### src/rtl/ov7670_cap_pkg.sv
// ---------------------------------------------------------------------------
// ov7670_cap_pkg
// Shared constants and pixel types for the OV7670 capture path.
//   H_ACTIVE / V_ACTIVE : active VGA geometry delivered by the camera
//   QVGA_W / QVGA_H     : geometry after 2x2 decimation
//   FRAME_PIXELS        : frame-buffer entries written per frame
//   rgb444_t            : frame-buffer pixel {r,g,b}, 4 bits each
//   rgb565_t            : camera pixel, byte A then byte B concatenated
// ---------------------------------------------------------------------------
package ov7670_cap_pkg;

    localparam int H_ACTIVE     = 640;
    localparam int V_ACTIVE     = 480;
    localparam int QVGA_W       = H_ACTIVE / 2;
    localparam int QVGA_H       = V_ACTIVE / 2;
    localparam int FRAME_PIXELS = QVGA_W * QVGA_H;

    typedef struct packed {
        logic [3:0] r;
        logic [3:0] g;
        logic [3:0] b;
    } rgb444_t;

    typedef struct packed {
        logic [4:0] r;
        logic [5:0] g;
        logic [4:0] b;
    } rgb565_t;

endpackage

### src/rtl/rgb565_to_rgb444.sv
// ---------------------------------------------------------------------------
// rgb565_to_rgb444
// Combinational conversion of one camera pixel (two bytes) to RGB444 by
// keeping the most significant four bits of each channel.
//   byte_a_i : first byte  {R4..R0,G5..G3}
//   byte_b_i : second byte {G2..G0,B4..B0}
//   rgb_o    : converted pixel
// ---------------------------------------------------------------------------
module rgb565_to_rgb444
    import ov7670_cap_pkg::*;
(
    input  logic [7:0] byte_a_i,
    input  logic [7:0] byte_b_i,
    output rgb444_t    rgb_o
);

    rgb565_t px;
    logic    unused_lsbs;

    always_comb begin
        px      = rgb565_t'({byte_a_i, byte_b_i});
        rgb_o.r = px.r[4:1];
        rgb_o.g = px.g[5:2];
        rgb_o.b = px.b[4:1];
    end

    // Truncated channel LSBs are intentionally dropped.
    assign unused_lsbs = ^{px.r[0], px.g[1:0], px.b[0]};

endmodule

### src/rtl/ov7670_pixel_capture.sv
// ---------------------------------------------------------------------------
// ov7670_pixel_capture
// Captures the OV7670 RGB565 byte stream, converts to RGB444 and keeps every
// second pixel of every second line, producing one frame-buffer write per
// kept pixel. Everything runs on the camera pixel clock.
//   pclk       : camera pixel clock
//   rst        : synchronous active-high reset
//   vsync      : high during vertical blanking (clears all counters)
//   href       : high while d carries an active byte
//   d          : camera data byte
//   addr       : frame-buffer address, valid while we is high
//   pixel      : RGB444 pixel {R,G,B}, holds its value between writes
//   we         : single-cycle write strobe
// Optional (macro OV7670_CAP_FRAME_DONE_EN):
//   frame_done : pulse at vsync rise when the finished frame was complete
//   frame_err  : pulse at vsync rise when it was not
// ---------------------------------------------------------------------------
module ov7670_pixel_capture #(
    parameter int H_ACTIVE = ov7670_cap_pkg::H_ACTIVE,
    parameter int V_ACTIVE = ov7670_cap_pkg::V_ACTIVE,
    parameter int ADDR_W   = 17
) (
    input  logic              pclk,
    input  logic              rst,
    input  logic              vsync,
    input  logic              href,
    input  logic [7:0]        d,
    output logic [ADDR_W-1:0] addr,
    output logic [11:0]       pixel,
    output logic              we
`ifdef OV7670_CAP_FRAME_DONE_EN
    ,
    output logic              frame_done,
    output logic              frame_err
`endif
);
    import ov7670_cap_pkg::*;

    localparam int FRAME_PIX = (H_ACTIVE / 2) * (V_ACTIVE / 2);
    localparam int COL_W     = $clog2(H_ACTIVE + 1);
    localparam int ROW_W     = $clog2(V_ACTIVE + 1);
    localparam int CNT_W     = $clog2(FRAME_PIX + 1);

    // Column/row counters get one extra "past the end" value at which they
    // saturate, so trailing bytes and lines fall out of the keep test.
    localparam logic [COL_W-1:0]  COL_END   = COL_W'(H_ACTIVE);
    localparam logic [ROW_W-1:0]  ROW_END   = ROW_W'(V_ACTIVE);
    localparam logic [CNT_W-1:0]  CNT_FULL  = CNT_W'(FRAME_PIX);
    localparam logic [ADDR_W-1:0] ADDR_LAST = ADDR_W'(FRAME_PIX - 1);

    logic              phase_q,  phase_d;
    logic [7:0]        byte_a_q, byte_a_d;
    logic [COL_W-1:0]  col_q,    col_d;
    logic [ROW_W-1:0]  row_q,    row_d;
    logic              href_q,   href_d;
    logic              armed_q,  armed_d;
    logic [ADDR_W-1:0] addr_q,   addr_d;
    logic [CNT_W-1:0]  wr_cnt_q, wr_cnt_d;
    logic [11:0]       pixel_q,  pixel_d;
    logic              we_q,     we_d;
`ifdef OV7670_CAP_FRAME_DONE_EN
    logic              vsync_q,  vsync_d;
    logic              done_q,   done_d;
    logic              err_q,    err_d;
`endif

    rgb444_t conv;
    logic    accept;
    logic    line_end;
    logic    keep;

    rgb565_to_rgb444 u_conv (
        .byte_a_i (byte_a_q),
        .byte_b_i (d),
        .rgb_o    (conv)
    );

    always_comb begin
        phase_d  = phase_q;
        byte_a_d = byte_a_q;
        col_d    = col_q;
        row_d    = row_q;
        addr_d   = addr_q;
        wr_cnt_d = wr_cnt_q;
        pixel_d  = pixel_q;
        we_d     = 1'b0;
        href_d   = href;
        // After reset, capture waits for a vsync so it starts on a frame edge.
        armed_d  = armed_q | vsync;

        accept   = href && !vsync && armed_q;
        line_end = href_q && !href;
        // wr_cnt_q is already up to date here: a write strobe can never be
        // pending on the edge that samples byte B.
        keep     = (col_q < COL_END) && (row_q < ROW_END) &&
                   !col_q[0] && !row_q[0] && (wr_cnt_q < CNT_FULL);

        // Advance past the address just written; saturate on the last entry.
        if (we_q) begin
            wr_cnt_d = wr_cnt_q + CNT_W'(1);
            if (addr_q != ADDR_LAST) begin
                addr_d = addr_q + ADDR_W'(1);
            end
        end

        if (vsync) begin
            phase_d  = 1'b0;
            col_d    = '0;
            row_d    = '0;
            addr_d   = '0;
            wr_cnt_d = '0;
        end else if (line_end) begin
            // Dropping the phase discards any half pixel left on the line.
            phase_d = 1'b0;
            col_d   = '0;
            if (row_q != ROW_END) begin
                row_d = row_q + ROW_W'(1);
            end
        end else if (accept) begin
            phase_d = ~phase_q;
            if (!phase_q) begin
                byte_a_d = d;
            end else begin
                if (col_q != COL_END) begin
                    col_d = col_q + COL_W'(1);
                end
                if (keep) begin
                    we_d    = 1'b1;
                    pixel_d = conv;
                end
            end
        end
    end

`ifdef OV7670_CAP_FRAME_DONE_EN
    always_comb begin
        vsync_d = vsync;
        done_d  = 1'b0;
        err_d   = 1'b0;
        if (vsync && !vsync_q) begin
            // Include a write whose strobe is still visible this cycle.
            if ((wr_cnt_q + CNT_W'(we_q)) == CNT_FULL) begin
                done_d = 1'b1;
            end else begin
                err_d = 1'b1;
            end
        end
    end

    always_ff @(posedge pclk) begin
        if (rst) begin
            vsync_q <= 1'b0;
            done_q  <= 1'b0;
            err_q   <= 1'b0;
        end else begin
            vsync_q <= vsync_d;
            done_q  <= done_d;
            err_q   <= err_d;
        end
    end

    assign frame_done = done_q;
    assign frame_err  = err_q;
`endif

    always_ff @(posedge pclk) begin
        if (rst) begin
            phase_q  <= 1'b0;
            byte_a_q <= '0;
            col_q    <= '0;
            row_q    <= '0;
            href_q   <= 1'b0;
            armed_q  <= 1'b0;
            addr_q   <= '0;
            wr_cnt_q <= '0;
            pixel_q  <= '0;
            we_q     <= 1'b0;
        end else begin
            phase_q  <= phase_d;
            byte_a_q <= byte_a_d;
            col_q    <= col_d;
            row_q    <= row_d;
            href_q   <= href_d;
            armed_q  <= armed_d;
            addr_q   <= addr_d;
            wr_cnt_q <= wr_cnt_d;
            pixel_q  <= pixel_d;
            we_q     <= we_d;
        end
    end

    assign addr  = addr_q;
    assign pixel = pixel_q;
    assign we    = we_q;

endmodule

### config.mk
export PLATFORM = sky130hd
export DESIGN_NAME = ov7670_pixel_capture
export DESIGN_NICKNAME = d
export VERILOG_FILES = /design/src/rtl/ov7670_cap_pkg.sv /design/src/rtl/rgb565_to_rgb444.sv /design/src/rtl/ov7670_pixel_capture.sv
export SDC_FILE = /design/constraint.sdc
export NUM_CORES = 1
export LEC_CHECK = 0
export CORE_ASPECT_RATIO = 0.5
export CORE_UTILIZATION = 55
export CTS_BUF_LIST = sky130_fd_sc_hd__clkbuf_4
export CTS_CLUSTER_DIAMETER = 200
export DETAILED_ROUTE_END_ITERATION = 10
export PLACE_DENSITY_LB_ADDON = 0.08
export SLEW_MARGIN = 25
export SYNTH_ARGS = -nofsm -noshare
export SYNTH_HDL_FRONTEND = slang
export SYNTH_HIERARCHICAL = 1
export SYNTH_SLANG_ARGS = --single-unit
### constraint.sdc
create_clock -name pclk -period 3.95 [get_ports pclk]
set_clock_uncertainty 0.1 [all_clocks]
set_input_delay 0.79 -clock pclk [delete_from_list [all_inputs] [get_ports pclk]]
set_output_delay 0.79 -clock pclk [all_outputs]
set_load 0.005 [all_outputs]
; After elaboration in Yosys (flattened, before gate mapping)
; Cells that the tools add are included.
[op_classes]
n_addsub = 4
n_lt_le_gt_ge = 3
eq_ne = 3
mux = 1
bitwise = 5
n_reduce_logical = 19
[ops]
columns = operator, count
row1 = $add 17x1->17 const B, 2
row2 = $lt 17x17->1 const B, 1
row3 = $ne 17x17->1 const B, 1
row4 = $add 10x1->10 const B, 1
row5 = $lt 10x10->1 const B, 1
row6 = $ne 10x10->1 const B, 1
row7 = $add 9x1->9 const B, 1
row8 = $lt 9x9->1 const B, 1
row9 = $ne 9x9->1 const B, 1
row10 = $logic_and 1x1->1, 7
row11 = $reduce_and 5->1, 1
row12 = $reduce_or 5->1, 1
row13 = $logic_not 1->1, 4
row14 = $not 1->1, 4
row15 = $reduce_and 2->1, 2
row16 = $reduce_and 4->1, 1
row17 = $reduce_and 3->1, 1
row18 = $reduce_or 3->1, 1
row19 = $reduce_or 2->1, 1
row20 = $mux 1, 1
row21 = $or 1x1->1, 1
[word_totals]
reg_bits = 77
inputBits = 12
out_inout_bits = 30
wordCells = 45

; Logic depth before layout (Yosys ltp)
; Gate-level depths: netlist of the first run.
[depth]
depth_word = 6
depth_mapped = 7
ltp_nobuf = 6

; By module
; The synthesis of the first run kept the hierarchy.
[modules_own_cells]
columns = module, instances, cells_per_inst, area_per_inst_um2, seq_area_each_um2
row1 = ov7670_pixel_capture, 1, 406, 3550.9, 1541.5
row2 = rgb565_to_rgb444, 1, 12, 90.1, 0.0

; Least setup slack after synthesis of the first run
; OpenSTA, ideal clock, no wires.
[synth_path]
path_type = input to register
start = input rst
end = register col_q[6]
setup_ps = 59
arrival_time_ps = 2047
t_required_ps = 3791
setup_slack_ps = 1744
stages = 6
n_path_buf = 2
path_cell_list = clkbuf_1 -> nor2_1 -> nand2_1 -> clkbuf_1 -> or4_1 -> nand2_1
[synth_via]
elab_chain_len = 1
[synth_rtl]
columns = element, line_no
row1 = "start, declared", ov7670_pixel_capture.sv:24  ; input logic rst,
row2 = $reduce_or 3->1 (no source line), -
row3 = "end signal, assigned", ov7670_pixel_capture.sv:181  ; col_q <= col_d;
row4 = "end, declared", ov7670_pixel_capture.sv:53  ; logic [COL_W-1:0] col_q, col_d;
; Every way passes these cells.
; A chain may end at the register's enable or synchronous reset.

; Final worst setup path of the first run
; Same ends and word-level chain as after synthesis.

==> results of run 1 <==
[path summary, 6_finish.rpt]
kind                                   from           to
worst min register to register  byte_a_q[2]  byte_a_q[2]
worst max register to register     addr[10]      addr[4]
worst max-delay path                    rst     col_q[6]
worst min-delay path            byte_a_q[2]  byte_a_q[2]
[per-stage QoR]
step / utilization [%] / instances / setup slack, ps
final: 66.1 / 533 / 1440
after global routing: 66.1 / 533 / 1300
after CTS: 66.1 / 533 / 1450
after detailed placement: 64.3 / 517 / 984
after global placement: 64.3 / 517 / 1090
after floorplan: - / 414 / 1740
[final cells by class]
type / instances / area, um^2 / area share (%)
clock buffer: 13 / 97.6 / 2.38
clock inverter: 3 / 13.8 / 0.336
inverter: 9 / 33.8 / 0.824
multi-input combinational: 299 / 1880 / 45.9
sequential: 76 / 1520 / 37.1
tap: 88 / 110 / 2.69
timing repair buffer: 45 / 440 / 10.7
[layout by cell type, fill, tap and decap left out, types with 2 or more instances in the layout]
cell type        instances
or4_1                    5
clkinv_2                 2
nand4_1                 17
inv_1                    9
a31oi_1                  3
nand2b_1                26
a21oi_1                 29
nand2_1                 33
ha_1                     6
and2_1                   6
o211ai_1                 3
and4_1                   6
clkdlybuf4s50_1         41
nor2_1                  35
o21ai_1                  5
xnor2_1                 11
nor3_1                   3
xor2_1                  13
a41o_1                   2
and4b_1                  2
o31ai_1                  5
clkbuf_4                13
buf_4                    4
dfxtp_1                 76
o21ai_0                 13
nor4_1                   2
nor4b_1                  2
or3_1                   19
nand4b_1                 2
nor2b_1                  2
and3_1                   4
nand3_1                 19
mux2i_1                 14
[per-layer routing]
| layer | vias to the layer above | routed length, um | GRT usage [%] |
|---|---|---|---|
| met5 | - | 0 | 0 |
| met2 | 50 | 3230 | 36.2 |
| li1 | 1513 | - | - |
| met1 | 1430 | 3420 | 26.8 |
| met4 | 0 | 25 | 7.78 |
| met3 | 4 | 265 | 6.85 |
[registers in the layout (all words and copies together) (netlist names)]
name      cells
armed_q       1
byte_a_q      7
phase_q       1
row_q         9
pixel        12
wr_cnt_q     17
we            1
col_q        10
href_q        1
addr         17
[power by group through the flow]
stage	Sequential, uW	Clock (uW)	Combinational, uW
CTS	772	418	46.3
global route	773	450	50.6
finish	772	403	46.5
detailed placement	790	0	46.2
floorplan	789	0	33.3
global placement	790	0	44.7
[worst min-delay path: stages, from the launching register on]
cell,delay [ps]
dfxtp_1,320
nand2_1,50
a21oi_1,50
==> run metrics, run 1 <==
width of the die=117 um; Num Clock Sinks=76; first-pass GRT wire length=11600 um; vias in the first global route=2703; Sw Pwr=277 uW; Pwr per Cell Area=298 nW/um^2; Initial DRC Count=144; Worst EP required=4210 ps; cell row count=20; Root Buffer=clkbuf_4; Sequential Power Share=63.2%; max-slew violation count=0; DR pass1 iterations=4; Area after DPL=3990 um^2; Crit-path slowest cell=or4_1; synthesized area=3610 um^2; kind of critical path=input pin to register; Slew HR=42.3%; GR Overflow Total=0; IO Port Bufs=41; DRT Wirelength=6940 um; Yosys warning count=6; I/O Pins=42; antenna-violating nets left=0; design area=4100 um^2; Synth Net Count=432; switching share of power=22.6%; Worst setup SP type=input pin; Buffers & Inverters on Critical Path=2; most frequent CP cell=nand2_1; drc violations=0; via count=2997; synth-to-layout area growth=13.6%; Vias/cell=5.62; Die ar.=6910 um^2; CP endpoint kind=register; CTS H-tree depth=3; post-route setup TNS=0 ps; Cells after Synth=414; crit path DAT=2780 ps; Tot GR Track Use=21.7%; CP max stage delay=580 ps; CP Cell Sequence=clkdlybuf4s50_1, buf_4, nor2_1, nand2_1, or4_1, nand2_1; Routed WL per cell=13.0 um; Hold Crit Depth=2; status=completed; total of fill cells in the finished design=546; clk slew on worst S/H paths=110 ps; clk buf depth=2; count of final hold-check violations=0; f_max=398 MHz; worst skew pair latency=410 ps; core box area=6210 um^2; synthesized area per cell=8.72 um^2; die height=59.3 um; R2R depth=4; DP Wirelength=4900 um; Worst-Margin Slew=866 ps; clock power share=33.0%; initial antenna violation count=0; gpl congestion=0.844; pin count of the biggest net entering global routing=37; Max Cap Viol=0; fin crit share=63.7%; WP depth=6; Leak=0.00133 uW; share of layout cells above drive strength 1=4.94%; Antenna diodes=0; post-cts sizing count=0; postcts setup bufs=0; minimum clock period=2510 ps; # nets final=458; number of CTS-inserted buffers=9; Setup violations, final=0; R2R setup slack=1780 ps; CTS tree=yes; hold slack=360 ps; Cell Int Power=945 uW; combinational fraction of design power=3.8%; Top delay family on crit path=simple AND/OR/NAND/NOR gates; Starting Density=58.1%; total power=1220 uW; Hold Buf Count CTS=0; CP max FO=36; unrepaired setup endpoints after global routing=false; worst hold path type=register to register; worst vdd ir=0.000204 V
(Power assumes the default switching activity.)
==> run 2: changes to the inputs <==
Settings changed: CORE_UTILIZATION 55 to 52.
Clock period 3.95 ns to 2.2 ns, I/O delays scaled along.
==> run 2 against run 1 <==
Compared with the run above:
- register-to-register slack lost 1600 ps
- non-clock buffer count grew 17
- final cell count grew 3.9%
- core utilization shrank 1.9 points
- worst setup slack lost 1300 ps
- sequential power grew 80%
- critical endpoint is now addr[2]
- largest power group unchanged
==> run metrics, run 2 (synthesis results as in run 1) <==
status=completed; Worst-Margin Slew=433 ps; max-slew violation count=0; hold_sp=byte_a_q[7]; Max Cap Viol=0; # nets final=475; RR Endpoint=addr[2]; CTS tree=yes; FF-to-FF Start=addr[10]; Slew HR=70.9%; commonest non-fill, non-tap cell in the layout=dfxtp_1; Num Clock Sinks=76; Antenna diodes=0; initial antenna violation count=0; I/O Pins=42; hold slack=370 ps; DR pass1 iterations=4; R2R setup slack=180 ps; share of layout cells above drive strength 1=8.23%; drc violations=0; GR Overflow Total=0; fin cells=554; post-route setup TNS=0 ps; R2R depth=5; Initial DRC Count=169; fin worst setup slack=179 ps; Hold EP=byte_a_q[7]; vias in the first global route=2734; Die ar.=7300 um^2; die height=60.9 um; IO Port Bufs=41; CP endpoint kind=register; DRT Wirelength=7230 um; DP Wirelength=5250 um; CP Cell Sequence=or4b_1, nor4_4, buf_4, o21ai_1, a21oi_1; CP max stage delay=610 ps; worst hold path type=register to register; Hold Crit Depth=2; Vias/cell=5.46; unrepaired setup endpoints after global routing=false; cell row count=21; width of the die=120 um; worst skew pair latency=430 ps; number of CTS-inserted buffers=9; clk buf depth=2; fin crit share=91.8%; antenna-violating nets left=0; pin count of the biggest net entering global routing=34; postcts setup bufs=0; commonest non-fill, non-tap cells in the layout=dfxtp_1, clkdlybuf4s50_1, nor2_1; Starting Density=53.9%; Setup violations, final=0; Routed WL per cell=13.0 um; CTS H-tree depth=3; f_max=495 MHz; minimum clock period=2020 ps; gpl congestion=0.838; Crit-path slowest cell=or4b_1; synth-to-layout area growth=19.2%; Pwr per Cell Area=560 nW/um^2; total of fill cells in the finished design=564; Root Buffer=clkbuf_4; placed insts=538; first-pass GRT wire length=12000 um; kind of critical path=register to register; crit path DAT=2280 ps; Worst EP required=2450 ps; Leak=0.00143 uW; Tot GR Track Use=21.2%; core box area=6700 um^2; worst vdd ir=0.000605 V; via count=3026; clk slew on worst S/H paths=120 ps; CP max FO=10; Worst setup SP type=register; count of final hold-check violations=0; Place WS=-10.1 ps
[run 2: changes by cell type in the layout (fill, tap and decap cells not counted), moves of 2 or more]
| cell | before | now |
|---|---|---|
| bufinv_16 | 0 | 2 |
| clkinv_1 | 1 | 3 |
| buf_4 | 4 | 19 |
| buf_12 | 0 | 2 |
| clkbuf_4 | 13 | 10 |
| clkinv_2 | 2 | 0 |
[run 2: area by class of cell]
class | instances | area, um^2 | area share, %
clock buffers | 10 | 75.1 | 1.75
clock inverters | 6 | 78.8 | 1.83
inverters | 9 | 33.8 | 0.785
multi-input cells | 299 | 1880 | 43.8
flip-flops and latches | 76 | 1520 | 35.4
well taps | 92 | 115 | 2.68
repair buffers | 62 | 593 | 13.8
[run 2: worst max-delay path, delay by kind of cell, from the launching register on]
family / cells / cell delay [ps]
AO/OA/AOI/OAI: 2 / 220
buffers and inverters: 1 / 240
flip-flops: 1 / 360
AND/OR/NAND/NOR: 2 / 1020
[run 2: power breakdown]
group / switching, uW / internal (uW) / total (uW) / leakage, uW
clock network: 460 / 463 / 923 / 0.0000791
logic: 49.6 / 50.0 / 99.5 / 0.000741
registers: 4.79 / 1380 / 1390 / 0.000613
[run 2: how the worst max path moves through the flow]
stage	depth (start not counted)	startpoint	endpoint	slack, ps
6_report	5	addr[10]	addr[2]	180
2_1_floorplan	6	rst	col_q[6]	340
4_1_cts	1	we	we	70
3_3_place_gp	5	href	col_q[6]	40
5_1_grt	5	addr[13]	addr[2]	50
3_5_place_dp	5	vsync	pixel[10]	-10
[run 2: timing repair]
item	4_1_cts	5_1_grt
gates resized for setup	0	1
hold buffers	0	0
endpoints found under the setup margin	0	1
hold endpoints to repair	0	0
[run 2: metal layers]
| metal | GRT usage [%] | vias to the layer above | wire [um] |
|---|---|---|---|
| met3 | 6.86 | 9 | 249 |
| li1 | - | 1546 | - |
| met1 | 25.7 | 1423 | 3520 |
| met5 | 0 | - | 0 |
| met2 | 35.8 | 48 | 3380 |
| met4 | 8.93 | 0 | 78 |
[run 2: through the flow]
step / utilization (%) / area, um^2 / power (uW)
global placement: 61.9 / 4150 / 1520
finish: 64.2 / 4300 / 2410
detailed placement: 61.9 / 4150 / 1520
floorplan: - / 3610 / 1480
CTS: 64.2 / 4300 / 2440
global route: 64.2 / 4300 / 2520
==> run 3: changes to the inputs <==
Settings changed: MAX_ROUTING_LAYER set to met4.
==> run 3 against run 2 <==
Compared with the run above:
- clock power barely moved
- via count rose by 0.59%
- final cell count is the same
- sequential power hardly changed
- global-route usage grew 0.76 points
- register-to-register slack about the same
- critical path depth is the same
- final area did not move
- clock-buffer cell count stayed put
- combinational power about the same
- power barely moved
- critical path type unchanged
- highest routed layer unchanged
==> run metrics, run 3 (synthesis results as in run 1) <==
antenna-violating nets left=0; Worst setup SP type=register; crit path DAT=2280 ps; Setup violations, final=0; Die ar.=7300 um^2; f_max=494 MHz; gpl congestion=0.851; # nets final=475; Crit-path slowest cell=or4b_1; worst skew pair latency=430 ps; I/O Pins=42; Max Cap Viol=0; Cell Int Power=1890 uW; count of final hold-check violations=0; minimum clock period=2020 ps; Initial DRC Count=169; fin cells=554; share of layout cells above drive strength 1=8.23%; pin count of the biggest net entering global routing=34; CP max stage delay=610 ps; width of the die=120 um; cell row count=21; Num Clock Sinks=76; register area=1520 um^2; Sequential Power Share=57.6%; combinational fraction of design power=4.1%; area of the multi-input gates=1880 um^2; worst vdd ir=0.000605 V; Worst-Margin Slew=425 ps; CTS tree=yes; via count=3044; first-pass GRT wire length=12000 um; clock power share=38.3%; CP max FO=10; kind of critical path=register to register; Worst EP required=2450 ps; CP Cell Sequence=or4b_1, nor4_4, buf_4, o21ai_1, a21oi_1; commonest non-fill, non-tap cell in the layout=dfxtp_1; Leak=0.00143 uW; drc violations=0; max-slew violation count=0; DRT Wirelength=7230 um; switching share of power=21.4%; DR pass1 iterations=4; Root Buffer=clkbuf_4; Antenna diodes=0; Vias/cell=5.49; unrepaired setup endpoints after global routing=false; commonest non-fill, non-tap cells in the layout=dfxtp_1, clkdlybuf4s50_1, nor2_1; die height=60.9 um; Buffers & Inverters on Critical Path=1; DP Wirelength=5250 um; Top delay family on crit path=simple AND/OR/NAND/NOR gates; fin crit share=92.0%; Slew HR=71.4%; total power=2410 uW; worst hold path type=register to register; Tot GR Track Use=21.9%; clk slew on worst S/H paths=120 ps; Starting Density=53.9%; CP endpoint kind=register; number of CTS-inserted buffers=9; initial antenna violation count=0; placed insts=538; CTS H-tree depth=3; vias in the first global route=2723; synth-to-layout area growth=19.2%; clk buf depth=2; GR Overflow Total=0; total of fill cells in the finished design=564; Routed WL per cell=13.0 um; core box area=6700 um^2; Pwr per Cell Area=560 nW/um^2; status=completed; Sw Pwr=514 uW; IO Port Bufs=41
[run 3: cell counts in the layout (fill, tap and decap cells not counted)]
No cell type changed its count.
[run 3: cell type report]
cell class                 count  share of cell area, %
multi-input combinational    299                   43.8
sequential                    76                   35.4
timing repair buffer          62                   13.8
tap                           92                   2.68
clock inverter                 6                   1.83
clock buffer                  10                   1.75
inverter                       9                  0.785
[run 3: worst paths after layout]
kind | cells after the start | slack (ps) | endpoint | from
worst max register to register | 5 | 180 | addr[2] | addr[10]
worst max-delay path | 5 | 180 | addr[2] | addr[10]
worst min-delay path | 2 | 370 | byte_a_q[7] | byte_a_q[7]
worst min register to register | 2 | 370 | byte_a_q[7] | byte_a_q[7]
[run 3: power by group through the flow]
stage               sequential, uW  combinational, uW  clock [uW]
floorplan                     1420               59.9           0
global placement              1420               97.1           0
detailed placement            1420               99.1           0
CTS                           1390               99.6         952
global route                  1390                108        1020
finish                        1390               99.6         923
[run 3: stage by stage]
step | area (um^2) | setup TNS, ps | setup slack, ps | utilization [%] | hold WS [ps]
2_1_floorplan | 3610 | 0 | 344 | - | 337
3_3_place_gp | 4150 | 0 | 43.8 | 61.9 | 343
3_5_place_dp | 4150 | -17.5 | -10.1 | 61.9 | 355
4_1_cts | 4300 | 0 | 66.9 | 64.2 | 371
5_1_grt | 4300 | 0 | 48.0 | 64.2 | 392
6_report | 4300 | 0 | 176 | 64.2 | 370
[run 3: worst reg2reg max path, stage by stage (launching register included)]
cell	delay (ps)
dfxtp_1	360
or4b_1	620
nor4_4	410
buf_4	240
o21ai_1	80
a21oi_1	140
[run 3: repair_timing]
action                                  in CTS  in global routing
endpoints found under the setup margin       0                  1
hold buffers                                 0                  0
buffers inserted                             0                  0
gates resized for setup                      0                  1
[run 3: metal layers]
metal	wire [um]	GRT usage (%)	vias to the layer above
met1	3510	25.9	1428
met2	3370	35.8	57
met3	263	6.67	11
met5	0	-	-
li1	-	-	1548
met4	87	8.93	0
